### config.mk
export PLATFORM = sky130hd
export DESIGN_NAME = pwm_audio_decoder_flat
export DESIGN_NICKNAME = d
export VERILOG_FILES = /design/src/rtl/pwm_audio_decoder_if.sv /design/src/rtl/pwm_audio_decoder.sv /design/src/flat_wrapper.sv
export SDC_FILE = /design/constraint.sdc
export NUM_CORES = 1
export LEC_CHECK = 0
export ABC_CLOCK_PERIOD_IN_PS = 2000
export BUFFER_PORTS_ARGS = -buffer_cell sky130_fd_sc_hd__buf_2
export CAP_MARGIN = 10
export CELL_PAD_IN_SITES_DETAIL_PLACEMENT = 2
export CELL_PAD_IN_SITES_GLOBAL_PLACEMENT = 2
export CORE_MARGIN = 2
export CORE_UTILIZATION = 33
export DETAILED_ROUTE_END_ITERATION = 10
export PLACE_DENSITY_LB_ADDON = 0.2
export SYNTH_ARGS = -nofsm -noshare
export SYNTH_HDL_FRONTEND = slang
export SYNTH_SLANG_ARGS = --single-unit
### constraint.sdc
create_clock -name clk -period 2 [get_ports clk]
set_clock_uncertainty 0.05 [all_clocks]
set_input_delay 0.1 -clock clk [delete_from_list [all_inputs] [get_ports clk]]
set_output_delay 0.1 -clock clk [all_outputs]
set_load 0.03 [all_outputs]
### src/rtl/pwm_audio_decoder_if.sv
// Port bundle for pwm_audio_decoder: control/PWM input towards the decoder and
// the recovered-sample / status outputs back to the consumer.
interface pwm_audio_decoder_if #(
  parameter int SAMPLE_BITS = 12
);
  logic                   ena;
  logic                   pwm_in;
  logic [SAMPLE_BITS-1:0] sample;
  logic                   sample_valid;
  logic                   locked;
  logic                   err_timeout;
  logic                   err_period;

  modport master (
    output ena, pwm_in,
    input  sample, sample_valid, locked, err_timeout, err_period
  );

  modport slave (
    input  ena, pwm_in,
    output sample, sample_valid, locked, err_timeout, err_period
  );
endinterface

### src/rtl/pwm_audio_decoder.sv
// Recovers an audio sample from a PWM stream by measuring high time per frame
// (rise to rise). Optional frame-length check enabled by PWM_DEC_PERIOD_CHECK_EN.
module pwm_audio_decoder #(
  parameter int SAMPLE_BITS    = 12,
  parameter int PERIOD_CYCLES  = 4096,
  parameter int TIMEOUT_CYCLES = 8192,
  parameter int PERIOD_TOL     = 16
) (
  input  logic               clk,
  input  logic               rst,
  pwm_audio_decoder_if.slave bus
);
  localparam int HW = SAMPLE_BITS + 1;
  localparam int PW = $clog2(TIMEOUT_CYCLES) + 1;
  localparam logic [HW-1:0]          HIGH_MAX = '1;
  localparam logic [SAMPLE_BITS-1:0] SMP_MAX  = '1;
  localparam logic [PW-1:0]          TO_CNT   = PW'(TIMEOUT_CYCLES);

  typedef enum logic {IDLE, MEASURE} state_e;

  state_e                 state_q, state_d;
  logic [2:0]             sync_q;
  logic [PW-1:0]          period_cnt_q, period_cnt_d;
  logic [HW-1:0]          high_cnt_q, high_cnt_d;
  logic [SAMPLE_BITS-1:0] sample_q, sample_d;
  logic                   valid_q, valid_d;
  logic                   locked_q, locked_d;
  logic                   err_to_q, err_to_d;
  logic                   err_per_q, err_per_d;
  logic                   s2, rise, per_bad;
  logic [SAMPLE_BITS-1:0] high_sat;

  // sync_q[1] is the synchronized level, sync_q[2] its one-cycle delay
  assign s2   = sync_q[1];
  assign rise = sync_q[1] & ~sync_q[2];
  assign high_sat = (high_cnt_q > HW'(SMP_MAX)) ? SMP_MAX : high_cnt_q[SAMPLE_BITS-1:0];

`ifdef PWM_DEC_PERIOD_CHECK_EN
  localparam logic [PW-1:0] PER_HI = PW'(PERIOD_CYCLES + PERIOD_TOL);
  localparam logic [PW-1:0] PER_LO = PW'(PERIOD_CYCLES - PERIOD_TOL);
  assign per_bad = (period_cnt_q > PER_HI) || (period_cnt_q < PER_LO);
`else
  assign per_bad = 1'b0;
`endif

  always_ff @(posedge clk) begin
    if (rst) begin
      sync_q       <= '0;
      state_q      <= IDLE;
      period_cnt_q <= '0;
      high_cnt_q   <= '0;
      sample_q     <= '0;
      valid_q      <= 1'b0;
      locked_q     <= 1'b0;
      err_to_q     <= 1'b0;
      err_per_q    <= 1'b0;
    end else begin
      sync_q       <= {sync_q[1:0], bus.pwm_in};
      state_q      <= state_d;
      period_cnt_q <= period_cnt_d;
      high_cnt_q   <= high_cnt_d;
      sample_q     <= sample_d;
      valid_q      <= valid_d;
      locked_q     <= locked_d;
      err_to_q     <= err_to_d;
      err_per_q    <= err_per_d;
    end
  end

  always_comb begin
    state_d      = state_q;
    period_cnt_d = period_cnt_q;
    high_cnt_d   = high_cnt_q;
    sample_d     = sample_q;
    valid_d      = 1'b0;
    locked_d     = locked_q;
    err_to_d     = err_to_q;
    err_per_d    = err_per_q;
    if (!bus.ena) begin
      state_d      = IDLE;
      period_cnt_d = '0;
      high_cnt_d   = '0;
      locked_d     = 1'b0;
    end else begin
      case (state_q)
        IDLE: begin
          period_cnt_d = '0;
          high_cnt_d   = '0;
          if (rise) begin
            state_d      = MEASURE;
            period_cnt_d = PW'(1);
            high_cnt_d   = HW'(1);
          end
        end
        MEASURE: begin
          // A rise completes the frame and takes priority over a coincident timeout
          if (rise) begin
            sample_d     = high_sat;
            valid_d      = 1'b1;
            locked_d     = 1'b1;
            period_cnt_d = PW'(1);
            high_cnt_d   = HW'(1);
            if (per_bad) err_per_d = 1'b1;
          end else if (period_cnt_q >= TO_CNT) begin
            sample_d     = s2 ? SMP_MAX : '0;
            valid_d      = 1'b1;
            err_to_d     = 1'b1;
            locked_d     = 1'b0;
            state_d      = IDLE;
            period_cnt_d = '0;
            high_cnt_d   = '0;
          end else begin
            period_cnt_d = period_cnt_q + PW'(1);
            if (s2 && (high_cnt_q != HIGH_MAX)) high_cnt_d = high_cnt_q + HW'(1);
          end
        end
        default: state_d = IDLE;
      endcase
    end
  end

  assign bus.sample       = sample_q;
  assign bus.sample_valid = valid_q;
  assign bus.locked       = locked_q;
  assign bus.err_timeout  = err_to_q;
  assign bus.err_period   = err_per_q;
endmodule

### src/flat_wrapper.sv
// flat-port wrapper written by rule: the top's interface ports become plain ports
module pwm_audio_decoder_flat 
#(
  parameter int SAMPLE_BITS    = 12,
  parameter int PERIOD_CYCLES  = 4096,
  parameter int TIMEOUT_CYCLES = 8192,
  parameter int PERIOD_TOL     = 16
)
  (clk, rst, bus_ena, bus_pwm_in, bus_sample, bus_sample_valid, bus_locked, bus_err_timeout, bus_err_period);
  pwm_audio_decoder_if #(.SAMPLE_BITS(SAMPLE_BITS)) bus_i ();
  input  logic clk;
  input  logic rst;
  input wire logic [$bits(bus_i.ena)-1:0] bus_ena;
  input wire logic [$bits(bus_i.pwm_in)-1:0] bus_pwm_in;
  output wire logic [$bits(bus_i.sample)-1:0] bus_sample;
  output wire logic [$bits(bus_i.sample_valid)-1:0] bus_sample_valid;
  output wire logic [$bits(bus_i.locked)-1:0] bus_locked;
  output wire logic [$bits(bus_i.err_timeout)-1:0] bus_err_timeout;
  output wire logic [$bits(bus_i.err_period)-1:0] bus_err_period;
  assign bus_i.ena = bus_ena;
  assign bus_i.pwm_in = bus_pwm_in;
  assign bus_sample = bus_i.sample;
  assign bus_sample_valid = bus_i.sample_valid;
  assign bus_locked = bus_i.locked;
  assign bus_err_timeout = bus_i.err_timeout;
  assign bus_err_period = bus_i.err_period;
  pwm_audio_decoder #(.SAMPLE_BITS(SAMPLE_BITS), .PERIOD_CYCLES(PERIOD_CYCLES), .TIMEOUT_CYCLES(TIMEOUT_CYCLES), .PERIOD_TOL(PERIOD_TOL)) u_core (.clk(clk), .rst(rst), .bus(bus_i));
endmodule
==> flow_summary.yaml, run 1 <==
clock_network:
  clkLatencyLatePin_ps: 310
  cts_root_buffer: "sky130_fd_sc_hd__clkbuf_8"
  number_of_buffers_inserted_during_clock_tree_synthesis: 5
  cts_sinks: 46
  cts.path.max_buffers: 2
  cts.clk_slew.worst_paths_ps: 90
  cts_tree: "done"
  ctsHtreeMaxLevel: 2
sta:
  timing_hold_violations_final: 0
  final.setup.tns_ps: 0
  final.setup.worst_slack_ps: 190
  final.period_utilization: 0.905
  worst_max_slew_pin_slew_ps: 1150
  timing.max_slew.rel_slack: 0.227
  max_freq_ghz: 0.552
  rsz0062_at_grt: "false"
  final_setup_viols: 0
  period_needed_ps: 1810
  drv_slew: 0
power_and_ir_drop:
  post_route_total_power_mw: 1.58
  p_sw_frac: 0.229
  leakage_nw: 0.834
  power.share.clock: 0.385
  power.share.combinational: 0.030
  p_switching_mw: 0.361
  power.sequential.fraction: 0.585
  p_int_mw: 1.22
  p_per_area_mw_per_mm2: 674
  ir_worst_vdd_uv: 463
worst_setup_path:
  worst_r2r_startpoint: "u_core.state_q"
  worst-r2r-cell-count: 4
  r2r_end: "u_core.period_cnt_q[13]"
  required_ps: 2150
  critical_path.startpoint_type: "flop"
  worstPathArrival_ps: 1960
  critical_path.endpoint_type: "flop"
  path_max_fanout: 10
  r2r_slack_ps: 190
  worst-setup-path-type: "flop to flop"
yosys:
  synth.yosys.warnings: 0
  synth_cell_type_count: 48
  synth_edf_count: 0
  ys_seq_area_frac: 0.457
  syn_area_mm2: 0.00202
  ys_seq_elements: 46
  post_synth.cell_area_avg_um2: 9.25
  synth-async-reset-ratio: 0
  synthesis.instances: 218
  ys.flop_type: "sky130_fd_sc_hd__dfxtp_1"
  mappedNetlistNets: 225
floorplanning:
  die_x_um: 82.2
  boundaryPins: 20
  initial_core_util: 0.340
  die_height_um: 82.2
  die-area_mm2: 0.00675
  core.rowCount: 28
  core_region_area_mm2: 0.00592
min_path:
  hold_start: "bus_ena"
  hold-path-cell-count: 2
  worstHoldPathType: "primary input to flop"
  worst_hold_path.endpoint: "u_core.bus.sample_valid"
route:
  detail_route.drc_violations: 0
  routedWlPerCell_um: 16.1
  dr.first_iter.drc_count: 37
  via_count: 1726
  wl_um: 5230
  drt-pass1-iter-count: 4
  post_drt_via_cell_ratio: 5.33
  detail-route-antenna-nets: 0
cells_and_area:
  footprint_of_the_multi_input_gates_mm2: 0.00101
  area_delta_synth_final_pct: 16.1
  layout.filler_cells: 686
  antenna_cells_inserted: 0
  layout.cells.non_filler: 324
  nets: 255
  ff_latch_area_um2: 921
  drive_above_1_share: 0.193
global_routing:
  vias_in_the_first_global_route: 1756
  grt_first_pass_wirelength_um: 8750
  track_usage: 0.175
  pin_count_of_the_biggest_net_entering_global_routing: 14
  global_route_total_overflow: 0
  antenna_found_initial: 0
placement:
  dp.final_hpwl_um: 3830
  placement.setup.worst_slack_ps: 150
  place_inst: 313
  portBuffers: 18
  place_congestion: 0.829
job:
  max_cap_violations: 0
status:
  status: "finished clean"
==> how the worst max path moves through the flow <==
stage | start | to | slack [ps] | cells past startpoint
5_1_grt | u_core.state_q | u_core.period_cnt_q[13] | 2 | 4
6_report | u_core.state_q | u_core.period_cnt_q[13] | 190 | 4
3_5_place_dp | u_core.state_q | u_core.period_cnt_q[13] | 150 | 4
4_1_cts | u_core.state_q | u_core.period_cnt_q[13] | 140 | 4
2_1_floorplan | u_core.high_cnt_q[0] | u_core.high_cnt_q[9] | 220 | 5
3_3_place_gp | u_core.state_q | u_core.period_cnt_q[13] | 170 | 4
==> kinds of logic after synthesis <==
kind of cell / count (synthesis) / synth area share
AOI/OAI and AO/OA: 42 / 0.145
xor gates and xnor gates: 8 / 0.0348
adders and majority gates: 3 / 0.0186
DFF: 46 / 0.457
other: 1 / 0.00186
buffers and inverters: 14 / 0.0410
muxes: 2 / 0.0106
and+or+nand+nor: 102 / 0.292
==> synth_stat cells, types with 2 or more instances <==
cell type                   count  share of area
sky130_fd_sc_hd__dfxtp_1       46           0.46
sky130_fd_sc_hd__nor2_1        30          0.056
sky130_fd_sc_hd__o2bb2ai_1     12          0.052
sky130_fd_sc_hd__nand2_1       10          0.019
sky130_fd_sc_hd__nand3_1       10          0.025
sky130_fd_sc_hd__a21oi_1        9          0.022
sky130_fd_sc_hd__o21ai_0        7          0.017
sky130_fd_sc_hd__or3_1          6          0.019
sky130_fd_sc_hd__a31oi_1        5          0.016
sky130_fd_sc_hd__and2_1         5          0.016
sky130_fd_sc_hd__inv_1          5         0.0093
sky130_fd_sc_hd__nor3_1         5          0.012
sky130_fd_sc_hd__xnor2_1        5          0.022
sky130_fd_sc_hd__nand2b_1       4          0.012
sky130_fd_sc_hd__nand4_1        4          0.012
sky130_fd_sc_hd__and4_1         3          0.013
sky130_fd_sc_hd__clkbuf_1       3         0.0056
sky130_fd_sc_hd__ha_1           3          0.019
sky130_fd_sc_hd__nor2b_1        3         0.0093
sky130_fd_sc_hd__nor4_1         3         0.0093
sky130_fd_sc_hd__or4_1          3          0.011
sky130_fd_sc_hd__xor2_1         3          0.013
sky130_fd_sc_hd__and2b_1        2         0.0074
sky130_fd_sc_hd__and3_2         2         0.0074
sky130_fd_sc_hd__buf_2          2         0.0050
sky130_fd_sc_hd__buf_4          2         0.0074
sky130_fd_sc_hd__clkbuf_8       2          0.014
sky130_fd_sc_hd__nand3_2        2         0.0099
sky130_fd_sc_hd__nor3_2         2         0.0099
sky130_fd_sc_hd__o31ai_1        2         0.0074
==> cell usage in the layout (no fill, tap or decap), types with 2 or more instances in the layout <==
master and n:
sky130_fd_sc_hd__nand4_1 4, sky130_fd_sc_hd__ha_1 3, sky130_fd_sc_hd__nor3_1 5, sky130_fd_sc_hd__inv_1 5, sky130_fd_sc_hd__and2_1 5, sky130_fd_sc_hd__a21oi_1 9, sky130_fd_sc_hd__o21ai_0 7, sky130_fd_sc_hd__clkbuf_8 6
sky130_fd_sc_hd__and3_2 2, sky130_fd_sc_hd__nand2b_1 4, sky130_fd_sc_hd__and2b_1 2, sky130_fd_sc_hd__nor3_2 2, sky130_fd_sc_hd__dlygate4sd3_1 3, sky130_fd_sc_hd__nand2_1 10, sky130_fd_sc_hd__buf_2 18, sky130_fd_sc_hd__nor2_1 30
sky130_fd_sc_hd__a31oi_1 5, sky130_fd_sc_hd__or3_1 6, sky130_fd_sc_hd__nor4_1 3, sky130_fd_sc_hd__buf_4 11, sky130_fd_sc_hd__nand3_2 2, sky130_fd_sc_hd__nand3_1 10, sky130_fd_sc_hd__and4_1 3, sky130_fd_sc_hd__xnor2_1 5
sky130_fd_sc_hd__xor2_1 3, sky130_fd_sc_hd__o2bb2ai_1 12, sky130_fd_sc_hd__dfxtp_1 46, sky130_fd_sc_hd__or4_1 3, sky130_fd_sc_hd__o31ai_1 2, sky130_fd_sc_hd__nor2b_1 3
==> per-layer routing <==
metal	vias up	GRT usage	part of all wire
met3	8	0.0359	0.027
li1	844	-	-
met4	0	0.0600	0.015
met2	24	0.279	0.47
met5	-	0	0
met1	850	0.236	0.49
==> sequential cells by signal (all words and copies together), names as in the netlist <==
name                     flops
u_core.high_cnt_q           13
u_core.bus.sample_valid      1
u_core.state_q               1
u_core.bus.err_timeout       1
u_core.sync_q                3
u_core.bus.sample           12
u_core.bus.locked            1
u_core.period_cnt_q         14
==> what timing repair did <==
item                                   CTS  global route
resized for setup                        0             0
buffers inserted                         0             0
hold buffers                             3             0
endpoints found under the hold margin    3             0
==> power groups by stage <==
stage / sequential (mW) / clock (mW) / combinational, mW
finish: 0.923 / 0.607 / 0.0469
global route: 0.924 / 0.666 / 0.0532
CTS: 0.923 / 0.626 / 0.0472
detailed placement: 0.945 / 0 / 0.0422
global placement: 0.944 / 0 / 0.0418
floorplan: 0.942 / 0 / 0.0309
==> area by class of cell <==
| cell class | instances | area share |
|---|---|---|
| clock buffers | 7 | 0.0369 |
| repair buffers | 32 | 0.0866 |
| multi-input cells | 158 | 0.433 |
| clock inverters | 1 | 0.00214 |
| well taps | 75 | 0.0401 |
| inverters | 5 | 0.00802 |
| flip-flops and latches | 46 | 0.394 |
==> per-stage QoR <==
step / instance area, um^2 / utilization / hold WS [ps]
finish: 2340 / 0.395 / 80.3
CTS: 2340 / 0.395 / 70.3
global placement: 2220 / 0.375 / 258
global route: 2340 / 0.395 / 94.3
floorplan: 2020 / - / 117
detailed placement: 2220 / 0.375 / 266
==> worst max-delay path, stage by stage (launching register included) <==
cell and delay (ps):
sky130_fd_sc_hd__dfxtp_1 490, sky130_fd_sc_hd__and2b_1 240, sky130_fd_sc_hd__nand3_2 260, sky130_fd_sc_hd__or3_1 440, sky130_fd_sc_hd__nor4_1 210
Power figures use the tool's default switching activity.
==> run 2, diff against run 1 <==
- CORE_UTILIZATION: 33 -> 30
==> flow_summary.yaml, run 2 (synthesis gave the netlist of run 1 again) <==
power_and_ir_drop:
  p_int_mw: 1.31
  p_per_area_mw_per_mm2: 701
  leakage_nw: 0.848
  power.share.clock: 0.416
  power.share.combinational: 0.030
  p_sw_frac: 0.211
  p_switching_mw: 0.351
  ir_worst_vdd_uv: 371
  power.sequential.fraction: 0.555
  post_route_total_power_mw: 1.66
placement:
  place_congestion: 0.766
  placement.setup.worst_slack_ps: 171
  cell_area_reported_after_detailed_placement_mm2: 0.00223
  place_inst: 316
  portBuffers: 18
  dp.final_hpwl_um: 3870
cells_and_area:
  final_design_area_no_fill_mm2: 0.00237
  layout_commonest_cell: "sky130_fd_sc_hd__dfxtp_1"
  layout.cells.most_common_list: "sky130_fd_sc_hd__dfxtp_1, sky130_fd_sc_hd__nor2_1, sky130_fd_sc_hd__buf_2"
  largest_register_ff_count: 14
  drive_above_1_share: 0.195
  largest_register: "u_core.period_cnt_q"
  layout.cells.non_filler: 328
  nets: 257
  final_core_util: 0.369
  antenna_cells_inserted: 0
  area_delta_synth_final_pct: 17.7
  layout.filler_cells: 733
clock_network:
  clkLatencyLatePin_ps: 300
  number_of_buffers_inserted_during_clock_tree_synthesis: 5
  cts.clk_slew.worst_paths_ps: 90
  cts_sinks: 46
  ctsHtreeMaxLevel: 2
  cts.path.max_buffers: 2
  cts_tree: "done"
  cts_setup_buffers: 0
  cts_root_buffer: "sky130_fd_sc_hd__clkbuf_8"
global_routing:
  pin_count_of_the_biggest_net_entering_global_routing: 14
  global_route_total_overflow: 0
  antenna_found_initial: 0
  vias_in_the_first_global_route: 1850
  grt_first_pass_wirelength_um: 9270
  track_usage: 0.159
min_path:
  worstHoldPathType: "primary input to flop"
sta:
  drv_slew: 0
  rsz0062_at_grt: "false"
  period_needed_ps: 1860
  max_freq_ghz: 0.537
  final.period_utilization: 0.931
  final.setup.tns_ps: 0
  final.setup.worst_slack_ps: 137
  final_setup_viols: 0
  fin_hold_ws_ps: 91.4
  timing_hold_violations_final: 0
job:
  max_cap_violations: 0
floorplanning:
  core.rowCount: 29
  boundaryPins: 20
  core_region_area_mm2: 0.00642
  initial_core_util: 0.314
  die_height_um: 86.0
  die_x_um: 86.0
  die-area_mm2: 0.00739
worst_setup_path:
  path_max_fanout: 6
  timing.critical_path.buf_inv: 1
  worst-setup-path-type: "flop to flop"
  critical_path.startpoint_type: "flop"
  kind_of_cell_adding_the_most_delay_to_the_critical_path: "compound AO/OA/AOI/OAI gates"
  timing.critical_path.cells: "ha_1, inv_1, o41a_1, nand3_1, mux2_1"
  worstPathArrival_ps: 1990
  delay_contributed_by_the_slowest_stage_of_the_critical_path_ps: 510
  crit_path_top_delay_cell: "sky130_fd_sc_hd__o41a_1"
  required_ps: 2130
  critical_path.endpoint_type: "flop"
route:
  wl_um: 5380
  drt-pass1-iter-count: 4
  detail_route.drc_violations: 0
  via_count: 1741
  dr.first_iter.drc_count: 76
  routedWlPerCell_um: 16.4
  detail-route-antenna-nets: 0
  post_drt_via_cell_ratio: 5.31
status:
  status: "finished clean"
[run 2: cell count changes in the layout (fill, tap and decap cells not counted)]
cell,change
sky130_fd_sc_hd__buf_4,+2
sky130_fd_sc_hd__bufinv_16,+1
sky130_fd_sc_hd__clkbuf_1,+1
sky130_fd_sc_hd__clkbuf_8,-1
sky130_fd_sc_hd__clkinv_2,-1
[run 2: layout make-up]
cell class,instances,area (um^2),area share
well taps,77,96.3,0.0406
clock inverters,1,30.0,0.0127
repair buffers,34,218,0.0918
clock buffers,7,76.3,0.0322
inverters,5,18.8,0.00791
flip-flops and latches,46,921,0.388
multi-input cells,158,1010,0.427
[run 2: final timing paths]
kind	from	end	slack [ps]	depth (start not counted)
worst max register to register	u_core.high_cnt_q[0]	u_core.high_cnt_q[9]	140	5
worst min register to register	u_core.sync_q[0]	u_core.sync_q[1]	400	1
worst max-delay path	u_core.high_cnt_q[0]	u_core.high_cnt_q[9]	140	5
worst min-delay path	bus_ena	u_core.bus.err_timeout	90	3
[run 2: per-layer routing]
metal | vias to the layer above | global-route usage | share of wire | routed length (um)
met5 | - | 0 | 0 | 0
met1 | 866 | 0.203 | 0.48 | 2560
met2 | 24 | 0.271 | 0.49 | 2610
met4 | 0 | 0.0462 | 0.013 | 68
li1 | 843 | - | - | -
met3 | 8 | 0.0346 | 0.025 | 135
[run 2: repair_timing]
item                      in CTS  in global routing
hold buffers                   3                  0
hold endpoints to repair       4                  0
resized for setup              0                  0
[run 2: power groups by stage]
| stage | Combinational, mW | Clock [mW] | Sequential, mW |
|---|---|---|---|
| after floorplan | 0.0309 | 0 | 0.942 |
| after global placement | 0.0423 | 0 | 0.944 |
| after detailed placement | 0.0435 | 0 | 0.944 |
| after CTS | 0.0483 | 0.726 | 0.923 |
| after global routing | 0.0552 | 0.754 | 0.924 |
| final | 0.0493 | 0.691 | 0.923 |
[run 2: worst reg2reg max path, stage by stage (launching register included)]
cell,delay [ps]
sky130_fd_sc_hd__dfxtp_1,440
sky130_fd_sc_hd__ha_1,210
sky130_fd_sc_hd__inv_1,80
sky130_fd_sc_hd__o41a_1,510
sky130_fd_sc_hd__nand3_1,130
sky130_fd_sc_hd__mux2_1,330
